`config.mk`:
```
export PLATFORM = sky130hd
export DESIGN_NAME = ins_fetcher
export DESIGN_NICKNAME = d
export VERILOG_FILES = /design/src/rtl/ins_fetcher.sv
export SDC_FILE = /design/constraint.sdc
export NUM_CORES = 1
export LEC_CHECK = 0
export CORE_ASPECT_RATIO = 0.9
export CORE_UTILIZATION = 43
export CTS_CLUSTER_DIAMETER = 200
export DETAILED_ROUTE_END_ITERATION = 10
export PLACE_DENSITY = 0.76
export SETUP_SLACK_MARGIN = 0.05
export SKIP_LAST_GASP = 1
export SYNTH_ARGS = -nofsm -noshare
export SYNTH_HDL_FRONTEND = slang
export SYNTH_SLANG_ARGS = --single-unit
```
`constraint.sdc`:
```
create_clock -name clk_in -period 5.3 [get_ports clk_in]
set_input_delay 1.59 -clock clk_in [delete_from_list [all_inputs] [get_ports clk_in]]
set_output_delay 1.59 -clock clk_in [all_outputs]
set_load 0.01 [all_outputs]
```
`src/rtl/ins_fetcher.sv`:
```
// Instruction fetch stage: holds the PC, requests words from the icache and presents
// one instruction at a time to the decoder; redirects on ROB flush.
module ins_fetcher #(
    parameter logic [31:0] RESET_PC = 32'h0000_0000
) (
    input  logic        clk_in,
    input  logic        rst_in,
    input  logic        rdy_in,
    output logic        icache_req,
    output logic [31:0] icache_addr,
    input  logic        icache_valid,
    input  logic [31:0] icache_inst,
    output logic        inst_input,
    output logic [31:0] inst,
    output logic [31:0] inst_addr,
    input  logic        is_stall,
    input  logic [31:0] next_PC,
    input  logic        rob_clear,
    input  logic [31:0] rob_new_pc,
    output logic [31:0] fetch_cnt
);

    typedef enum logic [1:0] {S_IDLE, S_WAIT, S_HOLD} state_t;

    state_t      r_state, w_state_nx;
    logic [31:0] r_pc, w_pc_nx;
    logic        r_discard, w_discard_nx;
    logic        r_req, w_req_nx;
    logic [31:0] r_addr, w_addr_nx;
    logic        r_inst_input, w_inst_input_nx;
    logic [31:0] r_inst, w_inst_nx;
    logic [31:0] r_inst_addr, w_inst_addr_nx;
    logic [31:0] r_cnt, w_cnt_nx;
    logic        w_accept;

    assign w_accept = r_inst_input & ~is_stall;

    always_ff @(posedge clk_in) begin
        if (rst_in) begin
            r_state      <= S_IDLE;
            r_pc         <= RESET_PC;
            r_discard    <= 1'b0;
            r_req        <= 1'b0;
            r_addr       <= '0;
            r_inst_input <= 1'b0;
            r_inst       <= '0;
            r_inst_addr  <= '0;
            r_cnt        <= '0;
        end else begin
            r_state      <= w_state_nx;
            r_pc         <= w_pc_nx;
            r_discard    <= w_discard_nx;
            r_req        <= w_req_nx;
            r_addr       <= w_addr_nx;
            r_inst_input <= w_inst_input_nx;
            r_inst       <= w_inst_nx;
            r_inst_addr  <= w_inst_addr_nx;
            r_cnt        <= w_cnt_nx;
        end
    end

    always_comb begin
        w_state_nx      = r_state;
        w_pc_nx         = r_pc;
        w_discard_nx    = r_discard;
        w_req_nx        = r_req;
        w_addr_nx       = r_addr;
        w_inst_input_nx = r_inst_input;
        w_inst_nx       = r_inst;
        w_inst_addr_nx  = r_inst_addr;
        w_cnt_nx        = r_cnt;
        if (rdy_in) begin
            if (rob_clear) begin
                w_pc_nx         = rob_new_pc;
                w_inst_input_nx = 1'b0;
                // A request in flight cannot be cancelled; mark its response for dropping.
                if (r_state == S_WAIT && !icache_valid) begin
                    w_discard_nx = 1'b1;
                end else begin
                    w_state_nx   = S_IDLE;
                    w_req_nx     = 1'b0;
                    w_discard_nx = 1'b0;
                end
            end else begin
                case (r_state)
                    S_IDLE: begin
                        w_req_nx   = 1'b1;
                        w_addr_nx  = r_pc;
                        w_state_nx = S_WAIT;
                    end
                    S_WAIT: begin
                        if (icache_valid) begin
                            w_req_nx = 1'b0;
                            if (r_discard) begin
                                w_discard_nx = 1'b0;
                                w_state_nx   = S_IDLE;
                            end else begin
                                w_inst_nx       = icache_inst;
                                w_inst_addr_nx  = r_pc;
                                w_inst_input_nx = 1'b1;
                                w_state_nx      = S_HOLD;
                            end
                        end
                    end
                    S_HOLD: begin
                        if (w_accept) begin
                            w_pc_nx         = next_PC;
                            w_cnt_nx        = r_cnt + 32'd1;
                            w_inst_input_nx = 1'b0;
                            w_req_nx        = 1'b1;
                            w_addr_nx       = next_PC;
                            w_state_nx      = S_WAIT;
                        end
                    end
                    default: w_state_nx = S_IDLE;
                endcase
            end
        end
    end

    assign icache_req  = r_req;
    assign icache_addr = r_addr;
    assign inst_input  = r_inst_input;
    assign inst        = r_inst;
    assign inst_addr   = r_inst_addr;
    assign fetch_cnt   = r_cnt;

endmodule

```
Word-level counts from Yosys, hierarchy flattened
Cells that the tools add are included.

word-level totals
  word-level logic and storage cells = 62
  flip-flop bits (word level) = 165
  output and inout port bits = 130
  input bits = 102

operators by class
  $add $sub $neg = 1
  mux-type cells = 23
  reductions and logical operators = 18
  bitwise gates (word level) = 4
  equal/unequal tests = 7

operators with widths
  kind                                                              number
  32-bit 2-to-1 mux                                                 3
  32-bit case mux with 2 select lines                               1
  32-bit by 1-bit adder with 32-bit output (second input constant)  1
  5-bit AND reduction                                               3
  4-bit AND reduction                                               3
  1-bit 2-to-1 mux                                                  11
  2-bit 2-to-1 mux                                                  5
  2-bit nonzero test                                                5
  3-bit inequality test (second input constant)                     3
  2-bit case mux with 3 select lines                                1
  3-bit AND reduction                                               2
  2-bit inequality test (second input constant)                     2
  4-bit nonzero test                                                1
  1-bit inverter                                                    3
  1-bit case mux with 3 select lines                                1
  3-bit nonzero test                                                1
  2-bit by 1-bit == test with 1-bit output (second input constant)  1
  2-bit == test (second input constant)                             1
  2-bit zero test                                                   1
  1-bit case mux with 2 select lines                                1
  1-bit bitwise AND                                                 1
  1-bit logical AND                                                 1
  1-bit zero test                                                   1

Logic depth before layout (Yosys ltp)
Gate-level depths: netlist of the first run.

  depth after elaboration = 5
  mapped depth = 7
  depth with buffers taken out = 5

Worst setup path before layout of the first run
No wires, ideal clock.

  path type = input to register
  start point = input is_stall
  end point = register r_cnt[29], in the netlist fetch_cnt[29]
  setup time = 0.121 ns
  buffers on the path = 2
  cell stages on the path = 6
  arrival = 3.213 ns
  data required time = 5.179 ns
  setup slack = 1.966 ns
  path through = nand4bb_1 or4_1 buf_2 buf_6 nor4_2 mux2_2

between the ends
  longest elaborated chain between the ends = 3

ends and longest elaborated chain
  element                        RTL line  source
  from (decl)                    16        input logic is_stall,
  1-bit inverter                 36        assign w_accept = r_inst_input & ~is_stall;
  1-bit bitwise AND              36
  4-bit AND reduction (no line)  n/a
  to (signal assigned)           58        r_cnt <= w_cnt_nx;
  to (decl)                      33        logic [31:0] r_cnt, w_cnt_nx;

Every way passes these cells.
A chain may end at the register's enable or synchronous reset.

Worst setup path in the final report of the first run
  start point = input is_stall
  end point = register r_cnt[17], in the netlist fetch_cnt[17]

Same word-level chain as after synthesis.

==> results.sh, run 1 <==
export IMPL_status="complete, no violations"
export IMPL_max_vdd_ir_drop_mv=0.248
export IMPL_endpoint_kind="flip-flop"
export IMPL_synth_top_area_share_pct=48.6
export IMPL_grt_first_pass_wirelength_mm=29.9
export IMPL_synth_top_cells_by_count="dfxtp_1 (165), nand2_1 (137), nor2_1 (87)"
export IMPL_grt_pass1_vias=5690
export IMPL_syn_to_final_growth_pct=44.9
export IMPL_drc=0
export IMPL_clk_pin_slew_ns=0.06
export IMPL_final_antenna_net_count=0
export IMPL_max_slew_margin_pct=32.6
export IMPL_max_stage_delay_ns=0.96
export IMPL_dpl_hpwl_mm=12.3
export IMPL_netlist_area_um2=6790
export IMPL_met1_usage_pct=30.2
export IMPL_grt_ovfl_total=0
export IMPL_cp_common_cell="or4_1"
export IMPL_first_pass_iters=5
export IMPL_cap_violations=0
export IMPL_yosys_warnings=0
export IMPL_critPathSlowestCell="or4_1"
export IMPL_rows=43
export IMPL_place_congestion=0.775
export IMPL_worstPathMaxFanout=28
export IMPL_insertion_delay_ns=0.42
export IMPL_setup_viol=0
export IMPL_dp_slack_ns=1.16
export IMPL_clockBufferDepth=2
export IMPL_synth_area_leaders="dfxtp_1 (49%), mux2i_1 (9.6%), nand2_1 (7.6%)"
export IMPL_grt_use_total_pct=23.4
export IMPL_final_area_um2=9850
export IMPL_cp_arrival_ns=4.07
export IMPL_htree_levels=4
export IMPL_drt_iter0_drc=345
export IMPL_slew_viol_final=0
export IMPL_cts_resized=0
export IMPL_ys_seq_elements=165
export IMPL_worst_path_buf_inv=1
export IMPL_finalClockSkew_ns=0.00929
export IMPL_crit_required_ns=5.63
export IMPL_wl_per_cell_um=15.6
export IMPL_cp_start_kind="primary input"
export IMPL_grt_busiest_layer="met2"
export IMPL_n_antenna_cell=0
export IMPL_synth_edf_count=0
export IMPL_period_share_pct=70.5
export IMPL_synth_most_common_cell="dfxtp_1"
export IMPL_die_w_um=134
export IMPL_max_freq_ghz=0.268
export IMPL_initial_core_util_pct=44.0
export IMPL_path_depth=5
export IMPL_min_path_type="reg -> reg"
export IMPL_async_reset_ff_share_pct=0
export IMPL_io_pins=232
export IMPL_netlist_instances=787
export IMPL_fin_ws_ns=1.56
export IMPL_use_met3_pct=8.86
export IMPL_coreArea_um2=15400
export IMPL_syn_area_per_cell_um2=8.63
export IMPL_r2r_cells=4
export IMPL_cts_buffers=17
export IMPL_path_cells="clkdlybuf4s50_1 > nand4bb_1 > or4_1 > or4_1 > a21oi_1"
export IMPL_placed_cell_area_um2=9200
export IMPL_timing_final_hold_violations=0
export IMPL_ctsHoldBuffers=0
export IMPL_multi_input_area_um2=3230
export IMPL_dieHeight_um=121
export IMPL_num_vias=6221
export IMPL_vias_per_cell=5.20
export IMPL_critPathTopFamily="simple AND/OR/NAND/NOR gates"
export IMPL_ys_seq_area_share_pct=48.6
export IMPL_use_met2_pct=36.3
export IMPL_portBuffers=231
export IMPL_worst_setup_path_type="in -> reg"
export IMPL_synth_nets=890
export IMPL_finish_utilization_pct=63.8
export IMPL_synth_ff_type="dfxtp_1"
export IMPL_powerDensity_nw_per_um2=297
export IMPL_synth_largest_area_cell="dfxtp_1"
export IMPL_tightest_slew_ns=1.01
export IMPL_cts_root_buf="clkbuf_16"
export IMPL_drive_gt1_share_pct=5.63
export IMPL_register_area_um2=3300
export IMPL_synth_cell_type_count=36
export IMPL_p_leak_nw=3.29
export IMPL_wirelength_mm=18.6
export IMPL_post_cts_setup_buffers=0
export IMPL_final_nets=1085
export IMPL_cts_sinks=165
export IMPL_tns_ns=0
export IMPL_fillers=1315
export IMPL_rsz0062_at_grt="false"
export IMPL_antenna_found_initial=0
export IMPL_whs_path_depth=2
export IMPL_cts_tree="yes"
export IMPL_grt_max_degree=96
export IMPL_layout_min_cycle_time_ns=3.74
export IMPL_dieArea_um2=16300
## worst min-delay path, stage by stage, from the launching register on
cell and delay (ns):
dfxtp_1 0.31, nand2_1 0.05, a21oi_1 0.05
## final timing paths
check             startpoint       endpoint  slack, ns
hold reg to reg     inst[18]       inst[18]       0.45
setup / recovery    is_stall  fetch_cnt[17]       1.56
setup reg to reg  r_state[1]  fetch_cnt[17]       2.75
hold / removal      inst[18]       inst[18]       0.45
## placed cells by master (no fill, tap or decap), types with 7 or more instances in the layout
cell             instances
dfxtp_1                165
clkdlybuf4s50_1        229
clkbuf_16               17
mux2_2                   8
inv_1                   10
nor2_1                  87
or4_1                   14
nand2_1                137
o31ai_1                 13
nor2b_1                  8
buf_4                    8
nand3_1                 11
nand4_1                  7
a211oi_1                64
a21oi_1                 86
mux2i_1                 65
## state kept, by name, indices dropped and copies added (netlist names)
signal       cells
r_discard        1
inst            32
fetch_cnt       32
icache_req       1
inst_addr       32
r_state          2
r_pc            32
icache_addr     32
inst_input       1
## layer usage
| metal | up-vias | routed length, um |
|---|---|---|
| met5 | - | 0 |
| met4 | 0 | 172 |
| met3 | 10 | 1500 |
| met2 | 189 | 8750 |
| met1 | 2873 | 8200 |
| li1 | 3149 | - |
## logic make-up after synthesis
logic type,count (synthesis),share of synthesized area (%)
compound gates,171,15.6
xor+xnor,7,0.902
mux,73,10.9
fa+ha+maj,1,0.184
flops,165,48.6
simple gates,297,19.7
buf+inv,73,4.18
## power breakdown
part / total, mW / switching, mW / internal, mW / leakage, nW
Combinational: 0.273 / 0.122 / 0.151 / 1.64
Clock: 1.35 / 0.494 / 0.852 / 0.312
Sequential: 1.31 / 0.0263 / 1.28 / 1.34
## stage by stage
step,power (mW),hold WS [ns],std cells
after CTS,2.95,0.454,1197
after floorplan,1.45,0.445,787
final,2.92,0.452,1197
after global routing,3.04,0.469,1197
after detailed placement,1.61,0.445,1165
after global placement,1.60,0.441,1165
## cell type report
class                   count  share of cell area (%)
flip-flops and latches    165                    33.5
multi-input cells         549                    32.8
well taps                 202                    2.57
repair buffers            239                    24.1
clock inverters            11                    2.01
inverters                  10                   0.381
clock buffers              21                    4.57
Power figures use the tool's default switching activity.
==> run 2, diff against run 1 <==
Settings changed: CORE_UTILIZATION 43 to 41.
Clock period 5.3 ns to 3.42 ns, I/O delays scaled along.
==> run 2 against run 1 <==
Against the previous run:
- core utilization fell by 2.2 points
- critical path depth rose by 1
- via count rose by 0.88%
- die area rose by 4.8%
- global-route usage fell by 1.3 points
- clock power rose by 51%
- cell area rose by 1.1%
- first-iteration DRC count fell by 22%
- routed wire length barely moved
- sequential power rose by 54%
- sequential share of layout area fell by 0.38 points
==> results.sh, run 2 (same netlist as run 1, synthesis figures left out) <==
export IMPL_status="complete, no violations"
export IMPL_tns_ns=0
export IMPL_period_share_pct=80.8
export IMPL_setup_viol=0
export IMPL_ctsHoldBuffers=0
export IMPL_powerDensity_nw_per_um2=452
export IMPL_grt_pass1_vias=5701
export IMPL_worst_setup_path_type="in -> reg"
export IMPL_crit_start="is_stall"
export IMPL_timing_final_hold_violations=0
export IMPL_clock_power_share_pct=45.4
export IMPL_n_antenna_cell=0
export IMPL_cts_tree="yes"
export IMPL_p_int_mw=3.46
export IMPL_min_path_type="reg -> reg"
export IMPL_fillers=1392
export IMPL_use_met3_pct=7.65
export IMPL_finalClockSkew_ns=0.00888
export IMPL_drive_gt1_share_pct=6.30
export IMPL_grt_first_pass_wirelength_mm=29.2
export IMPL_max_vdd_ir_drop_mv=0.415
export IMPL_layout_min_cycle_time_ns=2.76
export IMPL_final_nets=1090
export IMPL_grt_ovfl_total=0
export IMPL_dieHeight_um=124
export IMPL_slew_viol_final=0
export IMPL_num_vias=6276
export IMPL_wirelength_mm=18.6
export IMPL_htree_levels=4
export IMPL_rr_startpoint="fetch_cnt[3]"
export IMPL_use_met2_pct=35.3
export IMPL_grt_use_total_pct=22.0
export IMPL_drt_iter0_drc=270
export IMPL_insertion_delay_ns=0.42
export IMPL_cts_buffers=17
export IMPL_drc=0
export IMPL_portBuffers=231
export IMPL_coreArea_um2=16200
export IMPL_antenna_found_initial=0
export IMPL_finish_utilization_pct=61.5
export IMPL_worstPathMaxFanout=28
export IMPL_p_sw_share_pct=23.2
export IMPL_grt_busiest_layer="met2"
export IMPL_final_common_cell="clkdlybuf4s50_1"
export IMPL_total_power_mw=4.50
export IMPL_final_antenna_net_count=0
export IMPL_holdWs_ns=0.454
export IMPL_grt_max_degree=68
export IMPL_clk_pin_slew_ns=0.07
export IMPL_io_pins=232
export IMPL_combPwrFrac_pct=9.6
export IMPL_dpl_hpwl_mm=12.3
export IMPL_tightest_slew_ns=0.728
export IMPL_whs_path_depth=2
export IMPL_wl_per_cell_um=15.4
export IMPL_max_freq_ghz=0.362
export IMPL_dieArea_um2=17100
export IMPL_clockBufferDepth=2
export IMPL_post_cts_setup_buffers=0
export IMPL_r2r_cells=4
export IMPL_placed_cell_area_um2=9330
export IMPL_p_leak_nw=3.33
export IMPL_crit_required_ns=3.77
export IMPL_p_seq_share_pct=44.9
export IMPL_first_pass_iters=5
export IMPL_place_congestion=0.803
export IMPL_syn_to_final_growth_pct=46.6
export IMPL_cts_sinks=165
export IMPL_cts_resized=0
export IMPL_cp_arrival_ns=3.11
export IMPL_mostFrequentLayoutCells="clkdlybuf4s50_1 (229), dfxtp_1 (165), nand2_1 (137), nor2_1 (87), a21oi_1 (86)"
export IMPL_die_w_um=138
export IMPL_power_switching_mw=1.04
export IMPL_cap_violations=0
export IMPL_endpoint_kind="flip-flop"
export IMPL_max_slew_margin_pct=51.5
export IMPL_final_area_um2=9960
export IMPL_initial_core_util_pct=42.0
export IMPL_holdCritStartpoint="inst[20]"
export IMPL_rsz0062_at_grt="false"
export IMPL_cp_start_kind="primary input"
export IMPL_vias_per_cell=5.20
export IMPL_met1_usage_pct=27.7
export IMPL_cts_root_buf="clkbuf_16"
export IMPL_rows=44
==> run 2: routing by layer <==
| layer | routed length, um | vias up | share of wire (%) |
|---|---|---|---|
| met2 | 8650 | 165 | 46 |
| li1 | - | 3162 | - |
| met4 | 236 | 0 | 1.3 |
| met5 | 0 | - | 0 |
| met3 | 1390 | 16 | 7.5 |
| met1 | 8340 | 2933 | 45 |
==> run 2: power by group through the flow <==
stage	clock, mW	sequential [mW]	combinational, mW
after floorplan	0	2.07	0.181
after global placement	0	2.06	0.431
after detailed placement	0	2.06	0.435
after CTS	2.08	2.02	0.439
after global routing	2.17	2.03	0.476
final	2.04	2.02	0.434
==> run 2: final cells by class <==
class,instances,area (um2),share of cell area [%]
sequential,165,3300,33.2
multi-input combinational,549,3230,32.4
timing repair buffer,244,2500,25.1
clock buffer,18,429,4.31
tap,207,259,2.60
clock inverter,14,199,2.00
inverter,10,37.5,0.377
==> run 2: worst paths after layout <==
| kind | slack, ns | to |
|---|---|---|
| max | 0.66 | fetch_cnt[17] |
| max reg2reg | 1.16 | fetch_cnt[26] |
| min | 0.45 | inst[20] |
| min reg2reg | 0.45 | inst[20] |
==> run 2: worst max-delay path: stages <==
cell and delay, ns:
clkdlybuf4s50_1 0.42, nand4bb_1 0.22, or4_1 0.53, buf_4 0.24
or4_1 0.51, a21oi_1 0.16
==> run 2: per-stage QoR <==
step                      std cells  setup slack, ns
final                          1207            0.658
after global routing           1207            0.560
after CTS                      1207            0.671
after detailed placement       1175            0.209
after global placement         1175            0.250
after floorplan                 787            0.650
==> run 3, diff against run 2 <==
Settings changed: CORE_UTILIZATION 41 to 43.
Clock period 3.42 ns to 2.9 ns, I/O delays scaled along.
==> run 3 against run 2 <==
Against the previous run:
- total power increased by 19%
- critical path depth did not move
- largest cell class unchanged
- hold slack worse by 0.0032 ns
- largest power group unchanged
- count of clock-buffer cells in the layout rose by 4
- highest routed layer unchanged
- sequential share of layout area about the same
- via count down 0.13%
- critical path type unchanged
- cell count shrank 0.17%
- first-iteration DRC count is 39% higher
- combinational power rose by 18%
- routed wire length rose by 1.1%
- clock power grew 20%
- setup slack got worse by 0.40 ns
==> results.sh, run 3 (same netlist as run 1, synthesis figures left out) <==
export IMPL_htree_levels=4
export IMPL_period_share_pct=91.2
export IMPL_p_int_mw=4.14
export IMPL_place_congestion=0.789
export IMPL_dieHeight_um=121
export IMPL_cp_arrival_ns=2.99
export IMPL_clk_pin_slew_ns=0.06
export IMPL_rsz0062_at_grt="false"
export IMPL_combPwrFrac_pct=9.6
export IMPL_min_path_type="reg -> reg"
export IMPL_dieArea_um2=16300
export IMPL_vias_per_cell=5.20
export IMPL_status="complete, no violations"
export IMPL_tightest_slew_ns=0.724
export IMPL_num_vias=6268
export IMPL_power_switching_mw=1.19
export IMPL_worstPathMaxFanout=28
export IMPL_ctsHoldBuffers=0
export IMPL_portBuffers=231
export IMPL_p_seq_share_pct=44.7
export IMPL_post_cts_setup_buffers=0
export IMPL_wirelength_mm=18.8
export IMPL_cts_buffers=17
export IMPL_die_w_um=134
export IMPL_n_antenna_cell=0
export IMPL_timing_final_hold_violations=0
export IMPL_cts_tree="yes"
export IMPL_grt_use_total_pct=23.1
export IMPL_max_freq_ghz=0.378
export IMPL_dpl_hpwl_mm=12.4
export IMPL_clockBufferDepth=2
export IMPL_max_slew_margin_pct=51.6
export IMPL_total_power_mw=5.33
export IMPL_cp_common_cell="or4_1"
export IMPL_drive_gt1_share_pct=6.48
export IMPL_mostFrequentLayoutCells="clkdlybuf4s50_1 (229), dfxtp_1 (165), nand2_1 (137), nor2_1 (87), a21oi_1 (86)"
export IMPL_slew_viol_final=0
export IMPL_final_nets=1093
export IMPL_worst_path_buf_inv=2
export IMPL_p_sw_share_pct=22.4
export IMPL_max_vdd_ir_drop_mv=0.428
export IMPL_cts_resized=0
export IMPL_drt_iter0_drc=374
export IMPL_powerDensity_nw_per_um2=535
export IMPL_antenna_found_initial=0
export IMPL_fillers=1304
export IMPL_worst_setup_path_type="in -> reg"
export IMPL_final_antenna_net_count=0
export IMPL_grt_pass1_vias=5524
export IMPL_grt_ovfl_total=0
export IMPL_setup_viol=0
export IMPL_first_pass_iters=5
export IMPL_critPathTopFamily="simple AND/OR/NAND/NOR gates"
export IMPL_clock_power_share_pct=45.7
export IMPL_initial_core_util_pct=44.0
export IMPL_p_leak_nw=3.34
export IMPL_wl_per_cell_um=15.6
export IMPL_drc=0
export IMPL_layout_min_cycle_time_ns=2.65
export IMPL_final_common_cell="clkdlybuf4s50_1"
export IMPL_grt_first_pass_wirelength_mm=29.0
export IMPL_finalClockSkew_ns=0.0133
export IMPL_cts_root_buf="clkbuf_16"
export IMPL_io_pins=232
export IMPL_cts_sinks=165
export IMPL_cap_violations=0
export IMPL_tns_ns=0
export IMPL_crit_required_ns=3.25
export IMPL_coreArea_um2=15400
export IMPL_max_stage_delay_ns=0.53
export IMPL_path_cells="clkdlybuf4s50_1 > nand4bb_1 > or4_1 > buf_4 > or4_1 > a21oi_1"
export IMPL_cp_start_kind="primary input"
export IMPL_critPathSlowestCell="or4_1"
export IMPL_syn_to_final_growth_pct=46.7
export IMPL_rows=43
export IMPL_grt_max_degree=72
export IMPL_endpoint_kind="flip-flop"
export IMPL_insertion_delay_ns=0.43
run 3: cell type report:
type / instances / area (um2) / area share, %
flip-flops and latches: 165 / 3300 / 33.1
multi-input cells: 549 / 3230 / 32.4
repair buffers: 247 / 2500 / 25.1
clock buffers: 22 / 474 / 4.76
well taps: 202 / 253 / 2.54
clock inverters: 10 / 169 / 1.70
inverters: 10 / 37.5 / 0.377
run 3: worst paths after layout:
kind / startpoint / endpoint / slack [ns] / cells past startpoint
hold / removal: inst[21] / inst[21] / 0.45 / 2
setup / recovery: is_stall / fetch_cnt[21] / 0.25 / 6
setup reg to reg: fetch_cnt[3] / fetch_cnt[20] / 0.63 / 4
hold reg to reg: inst[21] / inst[21] / 0.45 / 2
run 3: stage by stage:
| step | utilization [%] | setup slack, ns | cells | hold slack [ns] | instance area [um2] |
|---|---|---|---|---|---|
| 6_report | 64.5 | 0.254 | 1205 | 0.451 | 9960 |
| 5_1_grt | 64.5 | 0.153 | 1205 | 0.472 | 9960 |
| 4_1_cts | 64.5 | 0.281 | 1205 | 0.454 | 9960 |
| 3_5_place_dp | 60.4 | -0.157 | 1173 | 0.445 | 9320 |
| 3_3_place_gp | 60.4 | -0.115 | 1173 | 0.441 | 9320 |
| 2_1_floorplan | - | 0.286 | 787 | 0.445 | 6790 |
run 3: power groups by stage:
stage | Sequential, mW | Clock [mW] | Combinational, mW
global placement | 2.43 | 0 | 0.507
floorplan | 2.44 | 0 | 0.213
CTS | 2.38 | 2.49 | 0.517
finish | 2.38 | 2.44 | 0.514
global route | 2.39 | 2.59 | 0.557
detailed placement | 2.43 | 0 | 0.514
run 3: layer usage:
layer,share of wire [%],GRT usage [%],vias up
met5,0,0,-
met4,1.2,7.23,0
met3,6.9,8.35,16
met2,46,35.0,163
met1,46,30.5,2929
li1,-,-,3160
run 3: tightest hold or removal path, cell delays in order (launching register included):
cell	delay, ns
dfxtp_1	0.31
nand2_1	0.05
a21oi_1	0.05
